`src/rtl/mmc_operand_sequencer_if.sv`:
```
// Operand-sequencer bus: start request in, SRAM read, MAC control and C write strobes out.
interface mmc_operand_sequencer_if #(
    parameter int unsigned CW = 5,
    parameter int unsigned AW = 10
);
    logic          start;
    logic          ren;
    logic [AW-1:0] addr_a;
    logic [AW-1:0] addr_b;
    logic [CW-1:0] counter0;
    logic          wr_en_c;
    logic [AW-1:0] addr_c;
    logic          busy;
    logic          done;

    modport master (
        input  start,
        output ren, addr_a, addr_b, counter0, wr_en_c, addr_c, busy, done
    );

    modport slave (
        output start,
        input  ren, addr_a, addr_b, counter0, wr_en_c, addr_c, busy, done
    );
endinterface

```
`src/rtl/mmc_operand_sequencer.sv`:
```
// Walks the (i, j, k) loop nest of an NxN matrix product and issues SRAM reads,
// MAC accumulate-restart marks and C-memory write strobes in a 3-stage pipeline.
module mmc_operand_sequencer #(
    parameter int unsigned N  = 32,
    parameter int unsigned CW = 5,
    parameter int unsigned AW = 10
) (
    input  logic i_clk,
    input  logic i_rst_n,
    mmc_operand_sequencer_if.master io_seq
);

    typedef enum logic [1:0] {StIdle, StRun, StDrain, StDone} state_e;

    localparam logic [CW-1:0] IdxMax = CW'(N - 1);

    state_e        r_state, w_state_next;
    logic [CW-1:0] r_i, r_j, r_k;
    logic [CW-1:0] w_i_next, w_j_next, w_k_next;
    logic          r_drain_cnt, w_drain_cnt_next;

    logic          r_v1;
    logic [CW-1:0] r_i1, r_j1, r_k1;
    logic          r_wr;
    logic [AW-1:0] r_addr_c;

    logic          w_ren;
    logic          w_last;
    logic          w_dot_end;

    assign w_ren     = (r_state == StRun);
    assign w_last    = (r_i == IdxMax) && (r_j == IdxMax) && (r_k == IdxMax);
    assign w_dot_end = r_v1 && (r_k1 == IdxMax);

    always_comb begin
        w_state_next     = r_state;
        w_i_next         = r_i;
        w_j_next         = r_j;
        w_k_next         = r_k;
        w_drain_cnt_next = r_drain_cnt;
        unique case (r_state)
            StIdle: begin
                if (io_seq.start) begin
                    w_state_next = StRun;
                    w_i_next     = '0;
                    w_j_next     = '0;
                    w_k_next     = '0;
                end
            end
            StRun: begin
                // Indices freeze on the final address so addr_a/addr_b hold afterwards.
                if (w_last) begin
                    w_state_next     = StDrain;
                    w_drain_cnt_next = 1'b0;
                end else begin
                    w_k_next = r_k + CW'(1);
                    if (r_k == IdxMax) begin
                        w_j_next = r_j + CW'(1);
                        if (r_j == IdxMax) begin
                            w_i_next = r_i + CW'(1);
                        end
                    end
                end
            end
            StDrain: begin
                w_drain_cnt_next = 1'b1;
                if (r_drain_cnt) begin
                    w_state_next = StDone;
                end
            end
            StDone: begin
                w_state_next = StIdle;
            end
            default: begin
                w_state_next = StIdle;
            end
        endcase
    end

    always_ff @(posedge i_clk or negedge i_rst_n) begin
        if (!i_rst_n) begin
            r_state     <= StIdle;
            r_i         <= '0;
            r_j         <= '0;
            r_k         <= '0;
            r_drain_cnt <= 1'b0;
        end else begin
            r_state     <= w_state_next;
            r_i         <= w_i_next;
            r_j         <= w_j_next;
            r_k         <= w_k_next;
            r_drain_cnt <= w_drain_cnt_next;
        end
    end

    // Stage 1 tracks the index whose operands are on DO_A/DO_B; stage 2 the MAC result.
    always_ff @(posedge i_clk or negedge i_rst_n) begin
        if (!i_rst_n) begin
            r_v1     <= 1'b0;
            r_i1     <= '0;
            r_j1     <= '0;
            r_k1     <= '0;
            r_wr     <= 1'b0;
            r_addr_c <= '0;
        end else begin
            r_v1 <= w_ren;
            r_i1 <= r_i;
            r_j1 <= r_j;
            r_k1 <= r_k;
            r_wr <= w_dot_end;
            if (w_dot_end) begin
                r_addr_c <= {r_i1, r_j1};
            end
        end
    end

    assign io_seq.ren      = w_ren;
    assign io_seq.addr_a   = {r_i, r_k};
    assign io_seq.addr_b   = {r_k, r_j};
    assign io_seq.counter0 = r_v1 ? (r_k1 + CW'(1)) : '0;
    assign io_seq.wr_en_c  = r_wr;
    assign io_seq.addr_c   = r_addr_c;
    assign io_seq.busy     = (r_state != StIdle);
    assign io_seq.done     = (r_state == StDone);

endmodule
```
`src/flat_wrapper.sv`:
```
// flat-port wrapper written by rule: the top's interface ports become plain ports
module mmc_operand_sequencer_flat 
#(
    parameter int unsigned N  = 32,
    parameter int unsigned CW = 5,
    parameter int unsigned AW = 10
)
  (i_clk, i_rst_n, io_seq_start, io_seq_ren, io_seq_addr_a, io_seq_addr_b, io_seq_counter0, io_seq_wr_en_c, io_seq_addr_c, io_seq_busy, io_seq_done);
  mmc_operand_sequencer_if #(.CW(CW), .AW(AW)) io_seq_i ();
  input  logic i_clk;
  input  logic i_rst_n;
  input wire logic [$bits(io_seq_i.start)-1:0] io_seq_start;
  output wire logic [$bits(io_seq_i.ren)-1:0] io_seq_ren;
  output wire logic [$bits(io_seq_i.addr_a)-1:0] io_seq_addr_a;
  output wire logic [$bits(io_seq_i.addr_b)-1:0] io_seq_addr_b;
  output wire logic [$bits(io_seq_i.counter0)-1:0] io_seq_counter0;
  output wire logic [$bits(io_seq_i.wr_en_c)-1:0] io_seq_wr_en_c;
  output wire logic [$bits(io_seq_i.addr_c)-1:0] io_seq_addr_c;
  output wire logic [$bits(io_seq_i.busy)-1:0] io_seq_busy;
  output wire logic [$bits(io_seq_i.done)-1:0] io_seq_done;
  assign io_seq_i.start = io_seq_start;
  assign io_seq_ren = io_seq_i.ren;
  assign io_seq_addr_a = io_seq_i.addr_a;
  assign io_seq_addr_b = io_seq_i.addr_b;
  assign io_seq_counter0 = io_seq_i.counter0;
  assign io_seq_wr_en_c = io_seq_i.wr_en_c;
  assign io_seq_addr_c = io_seq_i.addr_c;
  assign io_seq_busy = io_seq_i.busy;
  assign io_seq_done = io_seq_i.done;
  mmc_operand_sequencer #(.N(N), .CW(CW), .AW(AW)) u_core (.i_clk(i_clk), .i_rst_n(i_rst_n), .io_seq(io_seq_i));
endmodule
```
`config.mk`:
```
export PLATFORM = sky130hd
export DESIGN_NAME = mmc_operand_sequencer_flat
export DESIGN_NICKNAME = d
export VERILOG_FILES = /design/src/rtl/mmc_operand_sequencer_if.sv /design/src/rtl/mmc_operand_sequencer.sv /design/src/flat_wrapper.sv
export SDC_FILE = /design/constraint.sdc
export NUM_CORES = 1
export LEC_CHECK = 0
export ABC_AREA = 1
export BUFFER_PORTS_ARGS = -buffer_cell sky130_fd_sc_hd__buf_2
export CAP_MARGIN = 20
export CELL_PAD_IN_SITES_DETAIL_PLACEMENT = 1
export CELL_PAD_IN_SITES_GLOBAL_PLACEMENT = 2
export CORE_AREA = 2 2 83 85
export CTS_CLUSTER_SIZE = 40
export DETAILED_ROUTE_END_ITERATION = 7
export DIE_AREA = 0 0 85 87
export MAX_ROUTING_LAYER = met4
export PLACE_DENSITY = 0.75
export SYNTH_ARGS = -nofsm -noshare
export SYNTH_HDL_FRONTEND = slang
export SYNTH_SLANG_ARGS = --single-unit
```
`constraint.sdc`:
```
create_clock -name i_clk -period 2.1 [get_ports i_clk]
set_input_delay 0.42 -clock i_clk [delete_from_list [all_inputs] [get_ports i_clk]]
set_output_delay 0.42 -clock i_clk [all_outputs]
set_load 0.1 [all_outputs]
```
=== Yosys cells after proc, flatten, opt, wreduce, memory -nomap -nowiden ===
Index checks and enable logic that the tools add are counted.
Widths: inputs -> output; s select.

* Eq/ne operators: 13
* Div/mod/pow operators: 0
* Magnitude comparators: 0
* Multipliers: 0
* Reduce and logical (&&, ||, !) cells: 12
* Add/subtract/negate cells: 4
* Bitwise logic cells: 0
* Shifts and indexed selects: 0
* Muxes and demuxes: 17

{| class="wikitable"
|+ Operator list
! kind !! number
|-
| $mux 5 || 8
|-
| $pmux 5 s2 || 3
|-
| $add 5x1->5 const B || 4
|-
| $eq 5x5->1 const B || 4
|-
| $ne 2x2->1 const B || 5
|-
| $pmux 2 s4 || 1
|-
| $mux 2 || 3
|-
| $reduce_and 3->1 || 2
|-
| $reduce_bool 2->1 || 3
|-
| $reduce_and 5->1 || 1
|-
| $eq 2x2->1 const B || 2
|-
| $reduce_and 4->1 || 1
|-
| $logic_and 1x1->1 || 3
|-
| $eq 2x1->1 const B || 1
|-
| $logic_not 2->1 || 1
|-
| $ne 2x1->1 const B || 1
|-
| $pmux 1 s2 || 1
|-
| $reduce_and 2->1 || 1
|-
| $mux 1 || 1
|}

* Bits in latches: 0
* Memories: 0
* Bits in registers: 45
* ROM bits: 0
* Logic and storage cells: 57
* Output and inout port bits: 39
* Bits in writable memories: 0
* Input port bits: 3

=== Longest topological paths before layout ===
Gate-level depths: netlist (run 1).

* Depth after elaboration: 5
* Mapped depth: 9
* Mapped depth without buffers: 9

=== Worst setup path after synthesis (run 1) ===
Ideal clock, no wire load.

* Kind: reg-to-output
* Start: register u_core.r_k1[0]
* End: output io_seq_counter0[2]
* Cell stages (with the launch flop): 3
* Data required time: 1.680 ns
* Path buffers: 0
* Arrival: 2.083 ns
* Path slack: -0.403 ns
* Cells stage by stage: dfrtp_1 ha_1 a21oi_1

* Word-level cells in the longest chain between the ends: 2

{| class="wikitable"
|+ Ends and longest elaborated chain
! element !! line !! RTL
|-
| start, declared || mmc_operand_sequencer.sv:23 || <nowiki>logic [CW-1:0] r_i1, r_j1, r_k1;</nowiki>
|-
| start signal, assigned || mmc_operand_sequencer.sv:109 || <nowiki>r_k1 <= r_k;</nowiki>
|-
| $add 5x1->5 || mmc_operand_sequencer.sv:120 || <nowiki>assign io_seq.counter0 = r_v1 ? (r_k1 + CW'(1)) : '0;</nowiki>
|-
| $mux 5 || mmc_operand_sequencer.sv:120 ||
|-
| end, declared || flat_wrapper.sv:16 || <nowiki>output wire logic [$bits(io_seq_i.counter0)-1:0] io_seq_counter0;</nowiki>
|}

No other way between the ends.

=== Worst setup path after layout (run 1) ===
* Start: register u_core.r_k1[0]
* End: output io_seq_counter0[4]

The elaborated chain is that of the path after synthesis.

==> reports/metrics.csv, run 1 <==
metric;value;unit
n_diodes;0;
root buffer cell;clkbuf_8;
number of synthesized flops with an enable pin;0;
CTS Hold Bufs;0;
PwrDens;1400;nW/um^2
Yosys reg bits;45;
Hold WC Path Type;in2async;
MaxCap Viol Count;0;
setup TNS;0;ns
Slew Limit Fails;0;
DR DRC count;0;
Post-Syn Area;2000;sq um
vias in the first global route;1521;
GPL Wtd Cong;0.713;
most frequent cells after synthesis;nand2_1 (79), dfrtp_1 (45), inv_1 (16);
antenna violations before repair;0;
CP Data Required Time;1.68;ns
Detailed Route Iter0 Violations;33;
pre-CTS setup slack;0.335;ns
Setup crit start kind;flip-flop;
critical path class;reg2out;
DR vias/cell;4.43;
Crit. End Element;output port;
nets;273;
Fmax achieved;503;MHz
vias;1502;
Layout area overhead;22.7;%
CTS tree;done;
Synth area leader;dfrtp_1;
syn_area_per_cell;9.34;sq um
first-pass GRT wire length;7.35;mm
Syn. warnings;0;
Tcrit/Tclk final;0.946;
gr ovfl total;0;
Cell variety after synth;21;
Clock Skews;0.00912;ns
CTS Buf Count;5;
beginning of the critical path;u_core.r_k1[0];
Max-slew headroom;0.672;
worst slew pin tran;0.495;ns
Chip Width;85;um
layout cells sized above 1;0.293;
RSZ-0062 raised after global routing;no;
Final ANT Viol Nets;0;
CP max FO;3;
Leak;1.35;nW
Synth async-reset ratio;1.00;
VDD IR-drop max;0.815;mV
DIE AREA;7400;sq um
placed cell area;2320;sq um
DR WL/cell;12.2;um
Initial Utilization;0.304;
# clock sinks;45;
Core ar.;6570;sq um
Final Hold Vio Count;0;
IO Pins;42;
Die Height;87;um
Port Buffers;41;
syn_nets;229;
Most used DFF post-synth;dfrtp_1;
FF-to-FF Start;u_core.r_i[0];
Setup-failing EPs final;0;
Crit path arrival time;1.57;ns
H-tree Lvls;2;
largest net degree at the start of global routing;27;
Clk Latency, worst-skew pair;0.30;ns
drt total wl;4.13;mm
status;completed;
Tmin final;1.99;ns
Final HPWL DP;3.08;mm
design area;2450;sq um
row cnt;30;
top cells by area, synth;dfrtp_1 (56%), nand2_1 (15%), ha_1 (7.5%);
Max clock buf depth;2;
post-synthesis sequential area ratio;0.563;
top cell type's share of synthesized area;0.563;
1st-pass router iterations;6;
worst setup margin;0.112;ns
top-count cell post-synth;nand2_1;
Mapped Cells;214;
Reg clk slew, reported paths;0.09;ns
Total Routing Usage GR;0.130;
critical path, cell delays in order, from the launching register on:
cell and delay (ns):
dfrtp_1 0.40, ha_2 0.21, nand2_1 0.07, nor2_1 0.04
ha_1 0.26, nand2_1 0.06, inv_2 0.07, buf_12 0.16
area by class of cell:
| type | count | area, sq um |
|---|---|---|
| fill | 787 | 4120 |
| sequential | 45 | 1130 |
| multi-input combinational | 144 | 771 |
| timing repair buffer | 45 | 268 |
| tap | 80 | 100 |
| clock buffer | 5 | 68.8 |
| inverter | 17 | 63.8 |
| clock inverter | 3 | 46.3 |
per-layer routing:
metal | wire length [um] | up-vias | global-route usage
li1 | - | 764 | -
met1 | 1930 | 703 | 0.167
met2 | 1950 | 29 | 0.204
met3 | 193 | 6 | 0.0303
met4 | 48 | 0 | 0.0390
met5 | 0 | - | -
timing repair:
action                     in CTS  in global routing
setup buffers                   1                  0
gates resized for setup         0                  4
setup endpoints to repair       1                  3
report_power, final:
part | leakage [nW] | total, W | switching (W) | internal (W)
clock | 0.0543 | 0.000667 | 0.000310 | 0.000356
combinational | 0.694 | 0.00164 | 0.00131 | 0.000323
sequential | 0.600 | 0.00113 | 0.000137 | 0.000995
total | 1.35 | 0.00344 | 0.00176 | 0.00167
flip-flops by register name (all words and copies together), names as in the netlist, 2 cells and up:
register	flops
u_core.io_seq.addr_c	10
u_core.r_j	5
u_core.r_i1	5
u_core.r_j1	5
u_core.r_i	5
u_core.r_k	5
u_core.r_state	2
u_core.r_k1	5
layout by cell type, fill, tap and decap left out, types with 2 or more instances in the layout:
cell       n
clkbuf_8   5
ha_1      10
o21ai_1    2
buf_12     2
a21oi_2    2
or2_2      3
nand3_4    2
nand2_1   79
inv_1     15
buf_4      3
dfrtp_1   38
inv_2      2
clkbuf_4   2
nand3_1   11
o21ai_0   14
ha_2       2
nor2_1     8
nand4_1    4
dfrtp_2    7
buf_2     38
worst paths after layout:
path / to / slack [ns] / cells after the start
worst max-delay path: io_seq_counter0[4] / 0.11 / 7
max in group asynchronous: u_core.r_k[2] / 1.51 / 2
min in group i_clk: u_core.io_seq.addr_c[6] / 0.44 / 2
worst min-delay path: u_core.io_seq.addr_c[6] / 0.06 / 1
worst min register to register: u_core.io_seq.addr_c[6] / 0.44 / 2
worst max register to register: u_core.r_k[3] / 0.40 / 7
stage by stage:
stage          instances  utilization  power, W  hold WS [ns]
3_5_place_dp         330        0.354   0.00279         0.415
2_1_floorplan        214            -   0.00252         0.124
6_report             339        0.373   0.00344        0.0650
5_1_grt              339        0.373   0.00368        0.0926
4_1_cts              339        0.372   0.00349        0.0787
3_3_place_gp         330        0.354   0.00277         0.419
cells by family after synthesis:
group	share of synthesized area
AOI/OAI and AO/OA	0.0476
adders and majority gates	0.0751
buffers and inverters	0.0588
DFF	0.563
and+or+nand+nor	0.255
(Power assumes the default switching activity.)
==> run 2: changes to the inputs <==
--- a/config.mk
+++ b/config.mk
@@ -15,7 +15,7 @@
 export DETAILED_ROUTE_END_ITERATION = 7
 export DIE_AREA = 0 0 85 87
 export MAX_ROUTING_LAYER = met4
-export PLACE_DENSITY = 0.75
+export PLACE_DENSITY_LB_ADDON = 0.25
 export SYNTH_ARGS = -nofsm -noshare
 export SYNTH_HDL_FRONTEND = slang
 export SYNTH_SLANG_ARGS = --single-unit
==> reports/metrics.csv, run 2 (synthesized netlist as in run 1, its figures left out) <==
metric;value;unit;change
most common cell after layout, fill and taps aside;nand2_1;;unchanged
root buffer cell;clkbuf_8;;unchanged
crit-path cells;ha_2 > nand2_1 > nor2_1 > ha_1 > nand2_1 > inv_2 > buf_12;;unchanged
Crit. End Element;output port;;unchanged
drt total wl;4.07;mm;was 4.13 mm
Slew Limit Fails;0;;unchanged
largest net degree at the start of global routing;28;;was 27
Sw Pwr;0.00174;W;was 0.00176 W
Hold WC Path Type;in2async;;unchanged
Placed Cells;330;;unchanged
CP Data Required Time;1.68;ns;about the same
critical path class;reg2out;;unchanged
Crit path arrival time;1.57;ns;about the same
Worst Path Buf+Inv;2;;unchanged
CTS tree;done;;unchanged
antenna violations before repair;0;;unchanged
Fmax achieved;502;MHz;was 503 MHz
Chip Width;85;um;unchanged
Initial Utilization;0.304;;unchanged
RSZ-0062 raised after global routing;no;;unchanged
DR vias/cell;4.37;;was 4.43
DIE AREA;7400;sq um;unchanged
part of the power in the clock network;0.192;;was 0.194
design area;2440;sq um;was 2450 sq um
Max-slew headroom;0.672;;about the same
Tcrit/Tclk final;0.948;;was 0.946
first-pass GRT wire length;6.91;mm;was 7.35 mm
final cell utilization of the core;0.371;;was 0.373
Logic pwr share;0.473;;was 0.477
VDD IR-drop max;0.629;mV;was 0.815 mV
Worst path slowest cell;dfrtp_1;;unchanged
vias;1478;;was 1,502
Critical Path Max Stage Delay;0.41;ns;was 0.40 ns
IO Pins;42;;unchanged
DR WL/cell;12.0;um;was 12.2 um
nets;272;;was 273
PwrDens;1400;nW/um^2;about the same
n_diodes;0;;unchanged
Max clock buf depth;2;;unchanged
Core ar.;6570;sq um;unchanged
Reg clk slew, reported paths;0.09;ns;about the same
CTS Hold Bufs;0;;unchanged
gr ovfl total;0;;unchanged
Setup-failing EPs final;0;;unchanged
part of the power in registers;0.335;;was 0.329
Tmin final;1.99;ns;about the same
CP max FO;3;;unchanged
Clk Latency, worst-skew pair;0.29;ns;was 0.30 ns
placed cell area;2320;sq um;unchanged
Design Power;0.00340;W;was 0.00344 W
Sw Share;0.512;;was 0.513
most frequent cells in the layout;nand2_1 (79), buf_2 (40), dfrtp_1 (38), inv_1 (15), o21ai_0 (14);;was nand2_1 (79), buf_2 (38), dfrtp_1 (38), inv_1 (15), o21ai_0 (14)
max reg flops;10;;unchanged
Final ANT Viol Nets;0;;unchanged
vias in the first global route;1450;;was 1,521
delay-heaviest family, CP;adder cells;;unchanged
Leak;1.34;nW;was 1.35 nW
Total Routing Usage GR;0.121;;was 0.130
H-tree Lvls;2;;unchanged
GPL Wtd Cong;0.737;;was 0.713
CTS Buf Count;5;;unchanged
Port Buffers;41;;unchanged
Final Hold Vio Count;0;;unchanged
1st-pass router iterations;2;;was 6
status;completed;;unchanged
Post-CTS Setup Bufs;0;;was 1
cell repeated most along the worst path;nand2_1;;unchanged
non-filler cells, final;338;;was 339
Clock Skews;0.00420;ns;was 0.00912 ns
Setup crit start kind;flip-flop;;unchanged
MaxCap Viol Count;0;;unchanged
setup TNS;0;ns;unchanged
layout cells sized above 1;0.287;;was 0.293
Die Height;87;um;unchanged
DR DRC count;0;;unchanged
worst slew pin tran;0.495;ns;about the same
Layout area overhead;21.8;%;was 22.7%
# clock sinks;45;;unchanged
post-cts sizing count;0;;unchanged
Final HPWL DP;2.97;mm;was 3.08 mm
row cnt;30;;unchanged
Detailed Route Iter0 Violations;66;;was 33
cell internal pwr;0.00166;W;was 0.00167 W
[run 2: power groups by stage]
| stage | clock, W | sequential (W) | combinational, W |
|---|---|---|---|
| finish | 0.000653 | 0.00114 | 0.00161 |
| global route | 0.000719 | 0.00117 | 0.00173 |
| CTS | 0.000682 | 0.00114 | 0.00163 |
| floorplan | 0 | 0.00145 | 0.00107 |
| detailed placement | 0 | 0.00116 | 0.00163 |
| global placement | 0 | 0.00115 | 0.00162 |
[run 2: path summary, 6_finish.rpt]
kind,from,to,slack (ns),depth (start not counted)
setup / recovery,u_core.r_k1[0],io_seq_counter0[4],0.11,7
hold / removal,i_rst_n,u_core.io_seq.addr_c[2],0.07,1
setup reg to reg,u_core.r_k[0],u_core.r_k[3],0.38,7
hold reg to reg,u_core.r_j[4],u_core.r_j1[4],0.44,0
max in group asynchronous,i_rst_n,u_core.r_i[0],1.51,2
min in group i_clk,u_core.r_j[4],u_core.r_j1[4],0.44,0
[run 2: area by class of cell]
cell class | instances | area, sq um
sequential | 45 | 1130
multi-input combinational | 144 | 771
tap | 80 | 100
clock inverter | 2 | 38.8
timing repair buffer | 44 | 255
inverter | 17 | 63.8
clock buffer | 6 | 72.6
fill | 798 | 4130
[run 2: routing by layer]
metal | share of wire | wire length, um | vias to the layer above | GRT usage
li1 | - | - | 759 | -
met1 | 0.48 | 1970 | 688 | 0.154
met2 | 0.46 | 1880 | 29 | 0.192
met3 | 0.045 | 185 | 2 | 0.0303
met4 | 0.0083 | 34 | 0 | 0.0346
met5 | 0 | 0 | - | -
[run 2: per-stage QoR]
| stage | setup slack (ns) | hold WS (ns) |
|---|---|---|
| after global routing | 0.00208 | 0.0949 |
| final | 0.110 | 0.0749 |
| after global placement | 0.372 | 0.408 |
| after CTS | 0.0186 | 0.0911 |
| after floorplan | 0.0200 | 0.124 |
| after detailed placement | 0.349 | 0.413 |
[run 2: worst register-to-register path: cells and delay by family (launching register included)]
kind                       cells  cell delay, ns
AOI/OAI and AO/OA              1            0.10
and+or+nand+nor                4            0.63
DFF                            1            0.44
adders and majority gates      2            0.44
